### src/rtl/aes128_req_arbiter.sv
// aes128_req_arbiter: two-requester round-robin front-end for one aes128_top core.
// Latches the granted request's plaintext and key, runs the core by releasing
// its synchronous reset, captures ciphertext (and optionally the decrypted
// round-trip result) and returns it over a valid/ready response port.
// Optional feature macro: AES_ARB_ROUNDTRIP_CHECK_EN
//   defined   -> RUN ends at DEC_DONE_STATE, resp_ok is a real 128-bit compare
//   undefined -> RUN ends at ENC_DONE_STATE, resp_ok reads 1 with every response
module aes128_req_arbiter #(
  parameter int unsigned ENC_DONE_STATE = 11,
  parameter int unsigned DEC_DONE_STATE = 22,
  parameter bit          RR_INIT        = 1'b0
) (
  input  logic         clk,
  input  logic         rst,
  input  logic         req0_valid,
  output logic         req0_ready,
  input  logic [127:0] req0_in,
  input  logic [127:0] req0_key,
  input  logic         req1_valid,
  output logic         req1_ready,
  input  logic [127:0] req1_in,
  input  logic [127:0] req1_key,
  output logic         resp_valid,
  input  logic         resp_ready,
  output logic         resp_id,
  output logic [127:0] resp_ct,
  output logic         resp_ok,
  output logic         core_rst,
  output logic [127:0] core_in,
  output logic [127:0] core_key,
  input  logic [5:0]   core_state,
  input  logic [127:0] core_out
);

`ifdef AES_ARB_ROUNDTRIP_CHECK_EN
  localparam bit ROUNDTRIP = 1'b1;
`else
  localparam bit ROUNDTRIP = 1'b0;
`endif

  localparam logic [5:0] ENC_ST  = 6'(ENC_DONE_STATE);
  localparam logic [5:0] DONE_ST = ROUNDTRIP ? 6'(DEC_DONE_STATE) : 6'(ENC_DONE_STATE);

  typedef enum logic [1:0] {
    IDLE   = 2'd0,
    LAUNCH = 2'd1,
    RUN    = 2'd2,
    RESP   = 2'd3
  } state_t;

  state_t state;
  logic   ptr;
  logic   grant;
  logic   accept;

  // Grant selection: pointer owner first, otherwise the other valid requester.
  always_comb begin
    grant = ptr;
    if (ptr ? req1_valid : req0_valid) begin
      grant = ptr;
    end else if (ptr ? req0_valid : req1_valid) begin
      grant = ~ptr;
    end
    req0_ready = (state == IDLE) && !grant;
    req1_ready = (state == IDLE) &&  grant;
    accept     = (state == IDLE) && (grant ? req1_valid : req0_valid);
  end

  // Core is held in reset everywhere except RUN, so it parks at state 0.
  always_comb begin
    core_rst = (state != RUN);
  end

  // Main sequencer: accept, launch, run the core, hold the response.
  always_ff @(posedge clk or posedge rst) begin
    if (rst) begin
      state      <= IDLE;
      ptr        <= RR_INIT;
      resp_valid <= 1'b0;
      resp_id    <= 1'b0;
      resp_ok    <= 1'b0;
      resp_ct    <= '0;
      core_in    <= '0;
      core_key   <= '0;
    end else begin
      case (state)
        IDLE: begin
          if (accept) begin
            core_in  <= grant ? req1_in  : req0_in;
            core_key <= grant ? req1_key : req0_key;
            resp_id  <= grant;
            ptr      <= ~grant;
            state    <= LAUNCH;
          end
        end
        LAUNCH: begin
          state <= RUN;
        end
        RUN: begin
          if (core_state == ENC_ST) begin
            resp_ct <= core_out;
          end
          // Without the round-trip check DONE_ST equals ENC_ST, so the
          // ciphertext capture and the move to RESP share one edge.
          if (core_state == DONE_ST) begin
`ifdef AES_ARB_ROUNDTRIP_CHECK_EN
            resp_ok <= (core_out == core_in);
`else
            resp_ok <= 1'b1;
`endif
            resp_valid <= 1'b1;
            state      <= RESP;
          end
        end
        RESP: begin
          if (resp_ready) begin
            resp_valid <= 1'b0;
`ifndef AES_ARB_ROUNDTRIP_CHECK_EN
            resp_ok    <= 1'b0;
`endif
            state      <= IDLE;
          end
        end
        default: begin
          state <= IDLE;
        end
      endcase
    end
  end

endmodule

### config.mk
export PLATFORM = sky130hd
export DESIGN_NAME = aes128_req_arbiter
export DESIGN_NICKNAME = d
export VERILOG_FILES = /design/src/rtl/aes128_req_arbiter.sv
export SDC_FILE = /design/constraint.sdc
export NUM_CORES = 1
export LEC_CHECK = 0
export CORE_AREA = 2 2 409 411
export DETAILED_ROUTE_END_ITERATION = 10
export DIE_AREA = 0 0 411 413
export PLACE_DENSITY_LB_ADDON = 0.08
export SYNTH_ARGS = -nofsm -noshare
export SYNTH_HDL_FRONTEND = slang
export SYNTH_SLANG_ARGS = --single-unit
### constraint.sdc
create_clock -name clk -period 16.65 [get_ports clk]
set_input_delay 2.4975 -clock clk [delete_from_list [all_inputs] [get_ports clk]]
set_output_delay 2.4975 -clock clk [all_outputs]
set_load 0.02 [all_outputs]
After elaboration in Yosys (flattened, before gate mapping)
Cells that the tools add are included.
- register bits: 389
- latch bits: 0
- bits in writable memories: 0
- bits in read-only memories: 0
- input bits: 651
- output and inout bits: 390
- word-level logic and storage cells: 41
- memories kept: 0
- add/sub/neg operators: 0
- multipliers: 0
- divide/modulo/power cells: 0
- $lt $le $gt $ge: 0
- equal/unequal tests: 8
- shift-type cells: 0
- multiplexer cells: 14
- bitwise gates (word level): 2
- reductions and logical operators: 10
- operators by type and width (operator ; count):
    $mux W128 ; 2
    $ne A2 B2 Y1 const B ; 4
    $pmux W2 S4 ; 1
    $mux W1 ; 7
    $eq A6 B4 Y1 const B ; 1
    $mux W2 ; 3
    $reduce_and A3 Y1 ; 2
    $eq A2 B2 Y1 const B ; 2
    $reduce_and A2 Y1 ; 2
    $logic_and A1 B1 Y1 ; 3
    $eq A2 B1 Y1 const B ; 1
    $logic_not A2 Y1 ; 1
    $not A1 Y1 ; 2
    $pmux W1 S2 ; 1
    $reduce_bool A2 Y1 ; 1
    $logic_not A1 Y1 ; 1

Longest topological paths before layout
- depth in word-level cells: 7
- mapped depth: 7
- gate-level depth less buffers: 5

Worst setup path after synthesis
No wires, ideal clock.
- path kind: input to output
- from: input req0_valid
- to: output req0_ready
- arrival time: 3177 ps
- data required time: 14152 ps
- setup slack: 10976 ps
- cell stages on the path: 3
- path buffers: 0
- cells stage by stage: inv_2 -> maj3_1 -> nor2b_1
- word-level cells in the longest chain between the ends: 5
- elaborated cells on any way between the ends: 6
- those cells by class: mux: 4; reduce/logical: 2
- RTL lines (what ; line ; text):
    from (decl) ; 15 ; input logic req0_valid,
    $mux W1 (2 in a row) ; 61 ; end else if (ptr ? req0_valid : req1_valid) begin
    $mux W1 * ; 59 ; if (ptr ? req1_valid : req0_valid) begin
    $logic_not A1 Y1 * ; 64 ; req0_ready = (state == IDLE) && !grant;
    $logic_and A1 B1 Y1 * ; 64 ;
    to (decl) ; 16 ; output logic req0_ready,
Every way passes the cells marked *; elsewhere a longest branch is shown, timed or not.

Worst setup path in the final report
Ends and elaborated chain as after synthesis.

==> summary.log <==
qor: die.floorplan.die.height 413 um
qor: routing.routed_wire_length_per_instance 21.51 um
qor: finish.layoutNonFillerInstCount 4447
qor: place.dp.cells 4326
qor: setup_path.timing.critical_path.slowest_stage_cell clkdlybuf4s50_1
qor: setup_path.timing.critical_path.required 14.15 ns
qor: yosys.dominantRegCellSynth dfrtp_1
qor: cts.postCtsHoldBufs 0
qor: cts.cts-root-to-sink-buffers 3
qor: setup_path.critPathMostFrequentCell clkdlybuf4s50_1
qor: grt.globalRoute.totalOverflow 0
qor: sta.setup-violations-final 0
qor: die.core 165900 um2
qor: cts.cts_made_buffers 59
qor: cts.cts-htree-levels 2
qor: grt.groute.usage.overall 0.1069
qor: cts.tritoncts_clock_tree built
qor: sta.final-hold-violation-count 0
qor: yosys.synth_common_cells 389 x dfrtp_1, 256 x a221o_1, 168 x and2_1
qor: cts.clkTransAtPathRegs 0.05 ns
qor: yosys.synthTopCellsByArea dfrtp_1 59%, a221o_1 15%, mux2_2 8.7%, and2_1 6.3%, buf_6 4.6%
qor: sta.tns 0 ns
qor: yosys.post_synthesis_mean_instance_area 14.23 um2
qor: yosys.synth-seq-cells 389
qor: place.post-dp-hpwl 70470 um
qor: die.start_util 0.1001
qor: sta.setup_repair_after_global_routing_missed_its_margin false
qor: sta.min_period_over_period 0.4095
qor: sta.relSlewSlack 0.2198
qor: grt.grt_pass1_vias 15.95k
qor: sta.finalMaxSlewViolations 0
qor: setup_path.cp_top_delay_family buffers and inverters
qor: yosys.synth_warnings 0
qor: yosys.synth_top_area_share 0.5862
qor: sta.layout_min_cycle_time 6.818 ns
qor: yosys.synthDistinctLibCells 32
qor: yosys.post_synth_inst_count 1167
qor: power_and_ir_drop.power.total 5.334 mW
qor: setup_path.worst-endpoint-arrival 4.32 ns
qor: place.gpl.final_weighted_congestion 0.7868
qor: yosys.syn-num-nets 1822
qor: cts.clkLatencyLatePin 0.66 ns
qor: setup_path.worst-path-buf-inv 3
qor: finish.drive_above_1_share 0.1071
qor: job.maxCapViolations 0
qor: routing.routed_wirelength 95660 um
qor: cts.clock_tree.root_cell clkbuf_16
qor: routing.drtIter0Drc 572
qor: status.status finished clean
qor: yosys.synth_top_area_cell dfrtp_1
qor: finish.fin_nets 2838
qor: place.io_buffer_count 1040
qor: setup_path.cp-start-kind primary input
qor: grt.grt_antenna_before_repair 25
qor: yosys.synthMostInstantiatedCell dfrtp_1
qor: cts.clkSinkCount 389
qor: grt.grt_pass1_wl 129700 um
qor: power_and_ir_drop.vdd_ir_drop_max 62.20 uV
qor: power_and_ir_drop.leakagePower 12.34 nW
qor: sta.worst_clock_skew 0.03069 ns
qor: setup_path.crit_path_end_kind primary output
qor: routing.drc 0
qor: die.fp.dieArea 169700 um2
qor: routing.drt_first_pass_iters 4
qor: yosys.async_flop_share 1.000
qor: yosys.synth_edf_count 0
qor: yosys.synth.cell_area 16610 um2
qor: grt.grt_max_degree 137
qor: cts.cts_setup_buffers 0
qor: die.die-width 411 um
qor: yosys.synth.yosys.seq_area_share 0.5862
qor: setup_path.crit_chain clkdlybuf4s50_1 -> inv_2 -> maj3_1 -> nor2b_1 -> clkdlybuf4s50_1
qor: cts.postCtsResizedCells 0
qor: power_and_ir_drop.pwr_density_cell 172.3 nW/um2
qor: min_path.holdCritPathClass register to register
qor: routing.num_vias 14.53k
qor: sta.fmax 0.1467 GHz
qor: setup_path.critical_path.max_stage_delay 0.64 ns
qor: setup_path.crit_fanout 5
qor: sta.worst-slew-pin-transition 1.166 ns
qor: routing.drt.antenna.violating_nets 0
qor: setup_path.worstSetupPathType primary input to primary output
qor: die.cell_rows 150
qor: finish.area.growth.synth_to_final 86.39%
qor: routing.route.detailed.vias_per_inst 3.268
qor: die.boundaryPins 1041
[logic make-up after synthesis]
kind of cell / synth area share
adders and majority gates: 0.003617
DFF: 0.5862
buffers and inverters: 0.05982
and+or+nand+nor: 0.1023
AOI/OAI and AO/OA: 0.1612
muxes: 0.08680
[worst register-to-register path: stages, from the launching register on]
cell,delay (ns)
dfrtp_1,0.40
inv_1,0.13
ha_1,0.43
nand2_1,0.16
a21oi_4,0.77
buf_4,0.66
buf_4,0.73
a221o_1,0.37
[where the power goes]
group / leakage [nW] / internal, mW / switching, mW
Clock: 0.969 / 0.772 / 0.520
Sequential: 4.97 / 1.33 / 0.209
Combinational: 6.40 / 1.24 / 1.26
[state kept, by name (all words and copies together) (netlist names)]
| name | flops |
|---|---|
| resp_ok | 1 |
| core_in | 128 |
| resp_ct | 128 |
| core_key | 128 |
| resp_id | 1 |
| ptr | 1 |
| state | 2 |
[stage by stage]
stage / utilization / instance area [um2] / setup WS (ns) / hold slack, ns
floorplan: - / 16610 / 3.340 / 0.5564
global placement: 0.1746 / 28960 / 9.805 / 0.4860
detailed placement: 0.1746 / 28960 / 9.843 / 0.4911
CTS: 0.1864 / 30920 / 9.831 / 0.5039
global route: 0.1865 / 30940 / 9.739 / 0.5120
finish: 0.1866 / 30950 / 9.832 / 0.5000
[routing by layer]
metal / GRT usage / wire (um) / part of all wire
met4: 0.03303 / 2439 / 0.025
met1: 0.1093 / 33430 / 0.35
met3: 0.04579 / 9383 / 0.098
met2: 0.1956 / 50240 / 0.53
met5: 0 / 171 / 0.0018
[final timing paths]
kind / end / slack, ns / from / cells past startpoint
hold / removal: resp_ct[114] / 0.50 / resp_ct[114] / 1
hold reg to reg: resp_ct[114] / 0.50 / resp_ct[114] / 1
max in group asynchronous: core_in[18] / 12.03 / rst / 4
setup reg to reg: core_key[12] / 12.94 / state[0] / 7
setup / recovery: req0_ready / 9.83 / req0_valid / 5
min in group asynchronous: resp_ct[0] / 2.32 / rst / 2
[layout by cell type (no fill, tap or decap), types with 6 or more instances in the layout]
| cell type | count |
|---|---|
| clkdlybuf4s50_1 | 1040 |
| dfrtp_1 | 389 |
| a221o_1 | 256 |
| and2_1 | 168 |
| mux2_2 | 128 |
| and2_0 | 89 |
| clkbuf_16 | 59 |
| clkbuf_8 | 20 |
| clkbuf_1 | 19 |
| diode_2 | 12 |
| buf_4 | 11 |
| clkinv_2 | 6 |
[cell type report]
cell class | count | area [um2]
Timing Repair Buffer | 1054 | 10550
Tap cell | 2204 | 2758
Multi-Input combinational cell | 673 | 5886
Clock buffer | 98 | 1823
Inverter | 6 | 30.03
Fill cell | 18193 | 135000
Sequential cell | 389 | 9734
Clock inverter | 11 | 138.9
Antenna cell | 12 | 30.03
Note: power is estimated with default switching activity, not from simulation.
